$ cat src/rtl/display_capture.sv
// Receive-side monitor for a multiplexed 7-segment bus: captures stable digits, rebuilds 4-digit frames, decodes to hex.
// Latency: an/sseg settle -> shadow capture STABLE_CYCLES+1 cycles; frame outputs update 1 cycle after the digit-3 capture.
// Backpressure: none; the bus is observed passively and every event is reported as a single-cycle pulse or a level.
module display_capture #(
    parameter int STABLE_CYCLES = 4,
    parameter int TIMEOUT_W     = 20
) (
    input  logic       clk,
    input  logic       reset,
    input  logic [7:0] an,
    input  logic [7:0] sseg,
    output logic [7:0] dig3,
    output logic [7:0] dig2,
    output logic [7:0] dig1,
    output logic [7:0] dig0,
    output logic [3:0] hex3,
    output logic [3:0] hex2,
    output logic [3:0] hex1,
    output logic [3:0] hex0,
    output logic [3:0] hex_ok,
    output logic       frame_valid,
    output logic       seq_err,
    output logic       bad_an,
    output logic       stale
);

    localparam logic [7:0] STABLE_C = 8'(STABLE_CYCLES);

    typedef enum logic {IDLE, SCAN} state_t;

    // Registers
    logic [7:0]           r_an_s, r_sseg_s;
    logic [7:0]           r_an_p, r_sseg_p;
    logic [7:0]           r_cnt;
    logic [3:0][7:0]      r_shadow;
    state_t               r_state;
    logic [1:0]           r_expect;
    logic                 r_pub_pend;
    logic [3:0][7:0]      r_dig;
    logic [3:0][3:0]      r_hex;
    logic [3:0]           r_ok;
    logic                 r_fv, r_seq, r_bad;
    logic [TIMEOUT_W-1:0] r_to;

    // Wires
    logic                 w_same, w_stable, w_capture;
    logic                 w_legal, w_blank;
    logic [1:0]           w_idx;
    state_t               w_state_nxt;
    logic [1:0]           w_expect_nxt;
    logic                 w_pub_set, w_seq, w_bad;
    logic [3:0][3:0]      w_hex;
    logic [3:0]           w_ok;

    // Glyph lookup on segments a..g; dp is don't-care. Returns {match, nibble}.
    function automatic logic [4:0] f_decode(input logic [6:0] seg);
        logic [4:0] r;
        case (seg)
            7'h40: r = 5'h10;
            7'h79: r = 5'h11;
            7'h24: r = 5'h12;
            7'h30: r = 5'h13;
            7'h19: r = 5'h14;
            7'h12: r = 5'h15;
            7'h02: r = 5'h16;
            7'h78: r = 5'h17;
            7'h00: r = 5'h18;
            7'h10: r = 5'h19;
            7'h08: r = 5'h1A;
            7'h03: r = 5'h1B;
            7'h46: r = 5'h1C;
            7'h21: r = 5'h1D;
            7'h06: r = 5'h1E;
            7'h0E: r = 5'h1F;
            default: r = 5'h00;
        endcase
        return r;
    endfunction

    // Register the bus, and keep one older sample to detect a dwell
    always_ff @(posedge clk or negedge reset) begin
        if (!reset) begin
            r_an_s   <= 8'hFF;
            r_sseg_s <= 8'hFF;
            r_an_p   <= 8'hFF;
            r_sseg_p <= 8'hFF;
        end else begin
            r_an_s   <= an;
            r_sseg_s <= sseg;
            r_an_p   <= r_an_s;
            r_sseg_p <= r_sseg_s;
        end
    end

    assign w_same   = ({r_an_s, r_sseg_s} == {r_an_p, r_sseg_p});
    // Fires only on the step into saturation, so once per dwell
    assign w_stable = w_same && (r_cnt == STABLE_C - 8'd1);

    // Dwell counter: saturating run length of identical samples
    always_ff @(posedge clk or negedge reset) begin
        if (!reset) begin
            r_cnt <= 8'd0;
        end else if (!w_same) begin
            r_cnt <= 8'd1;
        end else if (r_cnt != STABLE_C) begin
            r_cnt <= r_cnt + 8'd1;
        end
    end

    // Classify the sampled digit enable
    always_comb begin
        w_legal = 1'b0;
        w_blank = 1'b0;
        w_idx   = 2'd0;
        case (r_an_s)
            8'b1110_1111: begin w_legal = 1'b1; w_idx = 2'd0; end
            8'b1101_1111: begin w_legal = 1'b1; w_idx = 2'd1; end
            8'b1011_1111: begin w_legal = 1'b1; w_idx = 2'd2; end
            8'b0111_1111: begin w_legal = 1'b1; w_idx = 2'd3; end
            8'b1111_1111: w_blank = 1'b1;
            default: ;
        endcase
    end

    assign w_capture = w_stable && w_legal;

    // Shadow store: latest stable pattern for each digit position
    always_ff @(posedge clk or negedge reset) begin
        if (!reset) begin
            r_shadow <= {4{8'hFF}};
        end else if (w_capture) begin
            r_shadow[w_idx] <= r_sseg_s;
        end
    end

    // FSM state register
    always_ff @(posedge clk or negedge reset) begin
        if (!reset) begin
            r_state  <= IDLE;
            r_expect <= 2'd0;
        end else begin
            r_state  <= w_state_nxt;
            r_expect <= w_expect_nxt;
        end
    end

    // FSM next state: track digit order, flag ordering and enable errors
    always_comb begin
        w_state_nxt  = r_state;
        w_expect_nxt = r_expect;
        w_pub_set    = 1'b0;
        w_seq        = 1'b0;
        w_bad        = 1'b0;
        if (w_capture) begin
            if (r_state == IDLE) begin
                if (w_idx == 2'd0) begin
                    w_state_nxt  = SCAN;
                    w_expect_nxt = 2'd1;
                end
            end else if (w_idx == r_expect) begin
                if (r_expect == 2'd3) begin
                    w_pub_set    = 1'b1;
                    w_state_nxt  = IDLE;
                    w_expect_nxt = 2'd0;
                end else begin
                    w_expect_nxt = r_expect + 2'd1;
                end
            end else begin
                w_seq = 1'b1;
                if (w_idx == 2'd0) begin
                    w_state_nxt  = SCAN;
                    w_expect_nxt = 2'd1;
                end else begin
                    w_state_nxt  = IDLE;
                    w_expect_nxt = 2'd0;
                end
            end
        end else if (w_stable && !w_blank) begin
            w_bad        = 1'b1;
            w_state_nxt  = IDLE;
            w_expect_nxt = 2'd0;
        end
    end

    // Decode every shadow slot; consumed only at publish time
    always_comb begin
        w_hex = '0;
        w_ok  = '0;
        for (int k = 0; k < 4; k++) begin
            {w_ok[k], w_hex[k]} = f_decode(r_shadow[k][6:0]);
        end
    end

    // Publish a complete frame one cycle after the digit-3 capture; pulse flags
    always_ff @(posedge clk or negedge reset) begin
        if (!reset) begin
            r_pub_pend <= 1'b0;
            r_dig      <= {4{8'hFF}};
            r_hex      <= '0;
            r_ok       <= '0;
            r_fv       <= 1'b0;
            r_seq      <= 1'b0;
            r_bad      <= 1'b0;
        end else begin
            r_pub_pend <= w_pub_set;
            r_fv       <= r_pub_pend;
            r_seq      <= w_seq;
            r_bad      <= w_bad;
            if (r_pub_pend) begin
                r_dig <= r_shadow;
                r_hex <= w_hex;
                r_ok  <= w_ok;
            end
        end
    end

    // Inactivity counter: cleared by any capture, saturates at all-ones
    always_ff @(posedge clk or negedge reset) begin
        if (!reset) begin
            r_to <= '0;
        end else if (w_capture) begin
            r_to <= '0;
        end else if (!(&r_to)) begin
            r_to <= r_to + 1'b1;
        end
    end

    assign dig3        = r_dig[3];
    assign dig2        = r_dig[2];
    assign dig1        = r_dig[1];
    assign dig0        = r_dig[0];
    assign hex3        = r_hex[3];
    assign hex2        = r_hex[2];
    assign hex1        = r_hex[1];
    assign hex0        = r_hex[0];
    assign hex_ok      = r_ok;
    assign frame_valid = r_fv;
    assign seq_err     = r_seq;
    assign bad_an      = r_bad;
    assign stale       = &r_to;

endmodule

$ cat config.mk
export PLATFORM = sky130hd
export DESIGN_NAME = display_capture
export DESIGN_NICKNAME = d
export VERILOG_FILES = /design/src/rtl/display_capture.sv
export SDC_FILE = /design/constraint.sdc
export NUM_CORES = 1
export LEC_CHECK = 0
export ABC_AREA = 1
export CAP_MARGIN = 5
export CORE_MARGIN = 2
export CORE_UTILIZATION = 45
export CTS_CLUSTER_DIAMETER = 60
export CTS_CLUSTER_SIZE = 30
export DETAILED_ROUTE_END_ITERATION = 6
export PLACE_DENSITY = 0.65
export SLEW_MARGIN = 20
export SYNTH_ARGS = -nofsm -noshare
export SYNTH_HDL_FRONTEND = slang
export SYNTH_SLANG_ARGS = --single-unit
$ cat constraint.sdc
create_clock -name clk -period 2.5 [get_ports clk]
set_input_delay 0.5 -clock clk [delete_from_list [all_inputs] [get_ports clk]]
set_output_delay 0.5 -clock clk [all_outputs]
set_load 0.005 [all_outputs]
======== After elaboration in Yosys (flattened, before gate mapping) ========
Index checks and enable logic that the tools add are counted.
storage, ports and cells
  register bits after elaboration ......... 151
  bits of input ports ..................... 18
  output and inout port bits .............. 56
  logic and storage cells ................. 153
cells by class
  add/subtract/negate cells ............... 3
  $lt $le $gt $ge ......................... 2
  equality and inequality tests ........... 73
  multiplexer cells ....................... 36
  reduce and logical (&&, ||, !) cells .... 14
operators with widths
  operator                                                                number
  5-bit one-hot mux with 16 select lines                                  4
  7-bit equality test (second input constant)                             16
  7-bit by 5-bit equality test with 1-bit output (second input constant)  12
  7-bit by 6-bit equality test with 1-bit output (second input constant)  12
  7-bit by 2-bit equality test with 1-bit output (second input constant)  8
  7-bit by 4-bit equality test with 1-bit output (second input constant)  8
  20-bit two-way mux                                                      2
  32-bit bitwise mux                                                      1
  8-bit equality test (second input constant)                             4
  7-bit by 3-bit equality test with 1-bit output (second input constant)  4
  7-bit logical NOT                                                       4
  8-bit two-way mux                                                       3
  20-bit by 1-bit adder with 20-bit output (second input constant)        1
  20-bit AND reduction                                                    1
  1-bit two-way mux                                                       18
  8-bit demux with 2-bit select                                           1
  16-bit equality test                                                    1
  2-bit two-way mux                                                       6
  8-bit by 1-bit adder with 8-bit output (second input constant)          1
  8-bit by 2-bit equality test with 1-bit output (second input constant)  1
  8-bit by 7-bit equality test with 1-bit output (second input constant)  1
  8-bit by 3-bit != test with 1-bit output (second input constant)        1
  2-bit one-hot mux with 3 select lines                                   1
  1-bit logical AND                                                       4
  other kinds (12)                                                        13

======== Logic depth before layout (Yosys ltp) ========
  depth in word-level cells ............... 7
  gate-level depth with buffers ........... 13
  gate-level depth less buffers ........... 13

======== Worst setup path after synthesis ========
OpenSTA, ideal clock, no wires.
  path kind ............................... reg-to-output
  start point ............................. reg r_to[0]
  end point ............................... out stale
  data arrival time ....................... 1.527 ns
  required time ........................... 2.000 ns
  setup slack ............................. 0.473 ns
  stages on the path, launching flop included .. 8
  buffers on the path ..................... 0
  cell sequence ........................... dfrtp_1 > ha_1 > nand2_1 > nor3_1 > nand3_1 > nor2_1 > nand2_1 > inv_1
between the ends
  word-level cells in the longest chain between the ends .. 1
ends and longest elaborated chain
  element                   RTL line  text
  start: declaration        43        logic [TIMEOUT_W-1:0] r_to;
  start signal: assignment  224       r_to <= r_to + 1'b1;
  20-bit AND reduction      240       assign stale = &r_to;
  end: declaration          24        output logic stale
Every way passes these cells.

======== Worst setup path in the final report ========
Ends and elaborated chain as after synthesis.

==> key figures <==
Clocking
  • TritonCTS Buffers: 17
  • Sink Count: 151
  • CTS Hold Bufs: 0
  • H-tree depth: 4
  • Clock Tree Root: clkbuf_16
  • Clock Pin Slew Worst Setup and Hold Paths: about 0.06 ns
  • Clk buf depth: 2
  • CTS tree: done
  • Clock Latency Late Sink: 0.43 ns

STA
  • RSZ-0062 raised after global routing: yes
  • F_max: approximately 0.42 GHz
  • Final worst-path cycle share: between 90% and 100%
  • Slew margin rel.: ~50%
  • Final hold violation count: 0
  • Final Max Tran Viols: 0
  • Setup TNS: 0 ns
  • Worst Skew: between 0.006 and 0.007 ns
  • Final setup violation count: 0
  • Actual slew at the worst max-slew pin: roughly 0.73 ns
  • Hold Slack: about 0.05 ns
  • Final worst setup slack: ~0.11 ns
  • Final min period: between 2 and 2.5 ns

Place
  • Placed cell areas: just over 8000 um^2
  • Port Buffers: 73
  • Pre-CTS setup slack: roughly 0.17 ns
  • GPL Wtd Cong: roughly 0.88
  • Dpl hpwl: ~11000 um
  • Cells after DPL: around 1200

Worst setup path
  • Slowest cell on crit path: dfrtp_1
  • R2r setup slk: between 0.3 and 0.4 ns
  • CP most frequent cell: nand2_1
  • Crit path capture type: output port
  • WS Path Type: reg -> out
  • Reg2Reg Depth: 11
  • R2r startpoint: r_sseg_s[5]
  • Worst-path fanout max: 3
  • CP startpoint kind: flop
  • Arr. time, crit path: 1.89 ns
  • Crit path max-delay family: simple AND/OR/NAND/NOR gates
  • Crit path cell chain: ha_2 > nand2_1 > nor3_2 > nand3_1 > nor2_2 > nand2_1 > inv_1 > dlygate4sd2_1
  • CP max stage delay: about 0.36 ns
  • RR Endpoint: r_to[8]
  • Worst Path Buf+Inv: 2
  • Critical Path RT: 2.00 ns

Global route
  • GRT Total Usage: 18.5%
  • Vias in the first global route: roughly 5500
  • Total grt overflow: 0
  • Initial antenna violation count: 0
  • Global-route wire length before repair: between 20000 and 30000 um
  • Pin count of the biggest net entering global routing: 84

Drt
  • Via count: about 5900
  • Post-route ant nets: 0
  • Remaining DRCs: 0
  • Final wirelength: ~15000 um
  • Post-DR wirelength/cell: about 13 um
  • 1st-iter DRT viols: 390
  • First-pass DRT Iterations: 5
  • Vias/cell: just under 5

Floorplanning
  • Starting Density: 46.0%
  • Total core area: around 16000 um^2
  • I/O pins: 74
  • Die H: approximately 130 um
  • Die X: around 130 um
  • Die footprint: roughly 17000 um^2
  • Core Rows: 46

Synth
  • Cells after synthesis: 880
  • Distinct cells, synth: 40
  • Synth Cell Area: 7310 um^2
  • Avg Cell Area, Syn: 8.31 um^2
  • #FFs+latches synth: 151
  • Part of the Yosys area used for sequential elements: 53.3%
  • Synth warnings: 0
  • Post-synth net total: 902

Job
  • Max-capacitance violation count: 0

Layout
  • Synth-to-Final Area Change: 22.2%
  • Nets: approximately 1000
  • Share of cells above drive strength 1: 17.3%
  • Filler cell count in the final layout: ~1500
  • Largest reg by FF count: r_shadow
  • Final Util: between 50 and 60%
  • Antenna Cells: 0
  • Register cell area after layout: 3900 um^2
  • Post-route insts no fill: between 1000 and 1500
  • Max FFs per register: 32
  • Multi-input gate area: 2920 um^2
  • Largest registers: r_shadow x32, r_to x20
  • Final Cell Area: between 8000 and 9000 um^2

Power and ir drop
  • Max VDD drop: 0.475 mV
  • Power, Total: 5.08 mW
  • Leak: roughly 3.9 nW
  • Pwr Density: approximately 570 nW/um^2

Status
  • Status: finished, final reports clean

Min path
  • Hold Path Class: in -> async
-- report_power, final --
part	switching, mW	internal, mW	total [mW]
sequential	0.0191	2.50	2.52
clock	1.03	1.39	2.42
combinational	0.0945	0.0513	0.146
-- cell usage after synthesis (all sizes together) --
cell     count  area share, %
a221oi       1           0.12
and3         1          0.086
o21a         1           0.10
o21ai       93            6.7
nand3       48            4.2
buf          7           0.80
clkbuf      13           0.67
a211oi       2           0.21
o22ai        4           0.34
a41oi        1           0.12
xnor2        1           0.12
o221ai       2           0.24
o2111ai      2           0.24
a21boi       1           0.10
nand3b       4           0.41
nand4       30            2.6
ha           4           0.68
nor2        95            5.4
o31ai        1           0.10
nor3        36            2.5
inv        106            5.4
nor3b        2           0.21
nand2      238             12
dfstp       96             35
xor2         9            1.1
and2         1          0.086
a21oi       22            1.6
nor4         4           0.34
dfrtp       55             19
-- how the worst max path moves through the flow --
stage / start / to / slack, ns / cells past startpoint
final: r_to[0] / stale / 0.11 / 8
after CTS: r_to[0] / stale / 0.07 / 8
after detailed placement: r_sseg_s[5] / r_to[8] / 0.17 / 11
after global placement: r_to[0] / stale / 0.20 / 8
after global routing: r_to[0] / stale / -0.07 / 8
after floorplan: r_to[0] / stale / 0.47 / 7
-- routing by layer --
layer	routed length, um	vias up	track usage (%)
met1	7350	2753	25.3
li1	-	3052	-
met4	193	0	5.62
met3	543	19	4.40
met2	7340	119	29.5
met5	0	-	0
-- worst reg2reg max path, stage by stage, from the launching register on --
cell	delay, ns
dfstp_2	0.54
inv_1	0.11
nand2_1	0.08
nand2_1	0.05
nor2_1	0.11
nand2_1	0.07
nor2_1	0.18
nand3_2	0.19
nor2_8	0.23
inv_1	0.23
nand2_2	0.18
o21ai_0	0.11
-- cell type report --
cell class | count | area share (%)
clock buffers | 20 | 5.35
repair buffers | 89 | 9.80
inverters | 106 | 4.45
well taps | 216 | 3.03
clock inverters | 12 | 1.06
multi-input cells | 603 | 32.7
flip-flops and latches | 151 | 43.6
-- cells by family (layout without fill, tap and decap cells) --
family          Yosys count  in the layout  share of synthesized area, %
flops                   151            151                          53.3
buf+inv                 126            227                          6.92
compound gates          130            130                          9.81
fa+ha+maj                 4              4                         0.685
simple gates            459            459                          28.1
xor+xnor                 10             10                          1.20
-- cells in the final DEF, fill, tap and decap left out, types with 5 or more instances in the layout --
cell type and instances:
nor3_1 35, o21ai_0 61, o21ai_2 6, dfstp_2 96
inv_1 104, nand3_4 5, nor2_1 91, dfrtp_1 55
nand2_1 234, clkinv_4 7, nand4_1 30, clkbuf_16 18
clkdlybuf4s50_1 71, o21ai_1 26, nand3_1 42, xor2_1 9
buf_4 14, a21oi_1 21
-- timing repair --
item                                    4_1_cts  5_1_grt
gates resized for setup                       3        2
endpoints found under the setup margin        1        8
cloned                                        0        0
buffers inserted                              5        0
pin swaps                                     2        2
Power figures use the tool's default switching activity.
==> edit (config.mk and constraints unchanged) <==
Set the parameter `TIMEOUT_W` to 40 (it was 20).
--- a/src/rtl/display_capture.sv
+++ b/src/rtl/display_capture.sv
@@ -4,5 +4,5 @@
 module display_capture #(
     parameter int STABLE_CYCLES = 4,
-    parameter int TIMEOUT_W     = 20
+    parameter int TIMEOUT_W     = 40
 ) (
     input  logic       clk,
Formal check against the unedited RTL: same outputs for any inputs over 10 cycles, from zero or initial values and one cycle with reset low; that may be too few to reach the edited logic, so the function may still have changed.
==> edit against the original RTL <==
The flow now finishes with violations (DRC); count of clock-buffer cells in the layout up 4; non-clock buffer count is 1 higher; worst setup slack improved by 0.015 ns; wire length rose by 26%; via count rose by 20%; cell area rose by 15%; sequential cell count grew 20; clock skew increased by 0.0060 ns; die area up 17%; area after synthesis grew 18%; total power rose by 9.0%; utilization is 1.4 points lower; sequential share of layout area down 0.90 points; maximum frequency is 0.63% higher; critical path type unchanged; largest power group unchanged.
==> edit: results (changes against the original RTL) <==
* Status: complete, but fails checks (was completed)
* Failing checks: DRC
* Avg Cell Area, Syn at 8.031 sq um (was 8.306 sq um)
* Sequential-to-total area share from yosys stat at 51.10% (was 53.34%)
* DR pass1 iterations at 7 (was 5)
* Unique cell type count in the Yosys netlist at 41 (was 40)
* Setup Skew at 0.01284 ns (was 0.006820 ns)
* Area after DPL at 9681 sq um (was 8312 sq um)
* Remaining DRCs at 5 (was 0)
* Adder-cell share of the synthesized area at 0.5813% (was 0.6847%)
* CP max FO at 4 (was 3)
* Top flop regs: r_to: 40 flops, r_shadow: 32 flops (was r_shadow: 32 flops, r_to: 20 flops)
* Layout cells sized above 1 at 15.30% (was 17.33%)
* Gr usage total at 20.84% (was 18.54%)
* Layout fillers at 1748 (was 1489)
* Final RePlAce weighted congestion at 0.9057 (was 0.8809)
* Detail Route Antenna Nets at 0 (unchanged)
* Largest net degree at the start of global routing at 76 (was 84)
* Max-slew headroom at 59.69% (was 51.27%)
* Syn_nets at 1094 (was 902)
* Drt via density at 5.085 (was 4.965)
* Peak VDD IR at 0.0005937 V (was 0.0004750 V)
* Worst reg2reg path endpoint: r_to[35] (was r_to[8])
* Hpwl dp at 14.47 mm (was 10.89 mm)
* Hold WS at 0.05153 ns (was 0.05061 ns)
* Leakage at 0.004409 uW (was 0.003913 uW)
* Final nets at 1179 (was 990)
* Global-route wire length before repair at 33.69 mm (was 26.21 mm)
* Post-synthesis compound-gate area fraction at 9.882% (was 9.808%)
* Most instantiated cells after synthesis: 297 x nand2_1, 119 x nor2_1, 115 x inv_1, 96 x dfstp_2, 75 x dfrtp_1 (was 235 x nand2_1, 105 x inv_1, 96 x dfstp_2, 92 x nor2_1, 61 x o21ai_0)
* Reg2reg path depth at 8 (was 11)
edit: changes by cell type after synthesis, sizes merged, moves of 4 or more:
cell and delta:
nand2 +64, nor2 +31, a21oi +24, dfrtp +20, xor2 +18, inv +14, nand3 +11, nand4 -8
nor4 +4
edit: metrics by stage:
stage,setup TNS [ns],total power (uW)
2_1_floorplan,0,2936
3_3_place_gp,0,3045
3_5_place_dp,0,3050
4_1_cts,0,5623
5_1_grt,-0.006908,5740
6_report,0,5542
edit: routing by layer:
| layer | track usage, % | wire length, microns | part of all wire, % | up-vias |
|---|---|---|---|---|
| li1 | - | - | - | 3643 |
| met1 | 28.88 | 9299 | 48 | 3294 |
| met2 | 33.13 | 9026 | 46 | 176 |
| met3 | 4.139 | 816 | 4.2 | 27 |
| met4 | 6.722 | 364 | 1.9 | 0 |
| met5 | 0 | 0 | 0 | - |
edit: cells by family (layout without fill, tap and decap cells):
| group | Yosys count | in the layout |
|---|---|---|
| buffers and inverters | 144 | 242 |
| AO/OA/AOI/OAI | 159 | 159 |
| adder cells (fa/ha/maj) | 4 | 4 |
| AND/OR/NAND/NOR | 564 | 564 |
| XOR/XNOR | 30 | 30 |
| flip-flops | 171 | 171 |
edit: cell type report:
type | instances | area (sq um) | share of cell area (%)
Multi-Input combinational cell | 757 | 3661 | 35.57
Inverter | 120 | 450.4 | 4.376
Clock buffer | 24 | 481.7 | 4.680
Clock inverter | 8 | 86.33 | 0.8388
Timing Repair Buffer | 90 | 920.9 | 8.947
Sequential cell | 171 | 4399 | 42.74
Tap cell | 234 | 292.8 | 2.845
edit: timing repair:
item                                    in CTS  in global routing
resized for setup                            4                  3
endpoints found under the setup margin       1                  1
endpoints found under the hold margin        0                  0
cloned                                       0                  0
pin swaps                                    0                  2
setup buffers                                1                  2
edit: how the worst max path moves through the flow:
stage	from	endpoint	slack (ns)	depth (start not counted)
after CTS	r_to[0]	stale	0.05	8
final	r_to[1]	stale	0.12	8
after global routing	r_to[1]	stale	-0.007	8
after global placement	r_to[1]	stale	0.18	8
after detailed placement	r_to[1]	stale	0.18	8
after floorplan	r_to[0]	stale	0.48	7
edit: report_power, final:
part           switching [uW]  total [uW]  internal (uW)
logic                     103         157           54.3
registers                20.8        2840           2820
clock network            1090        2540           1460
total                    1210        5540           4330
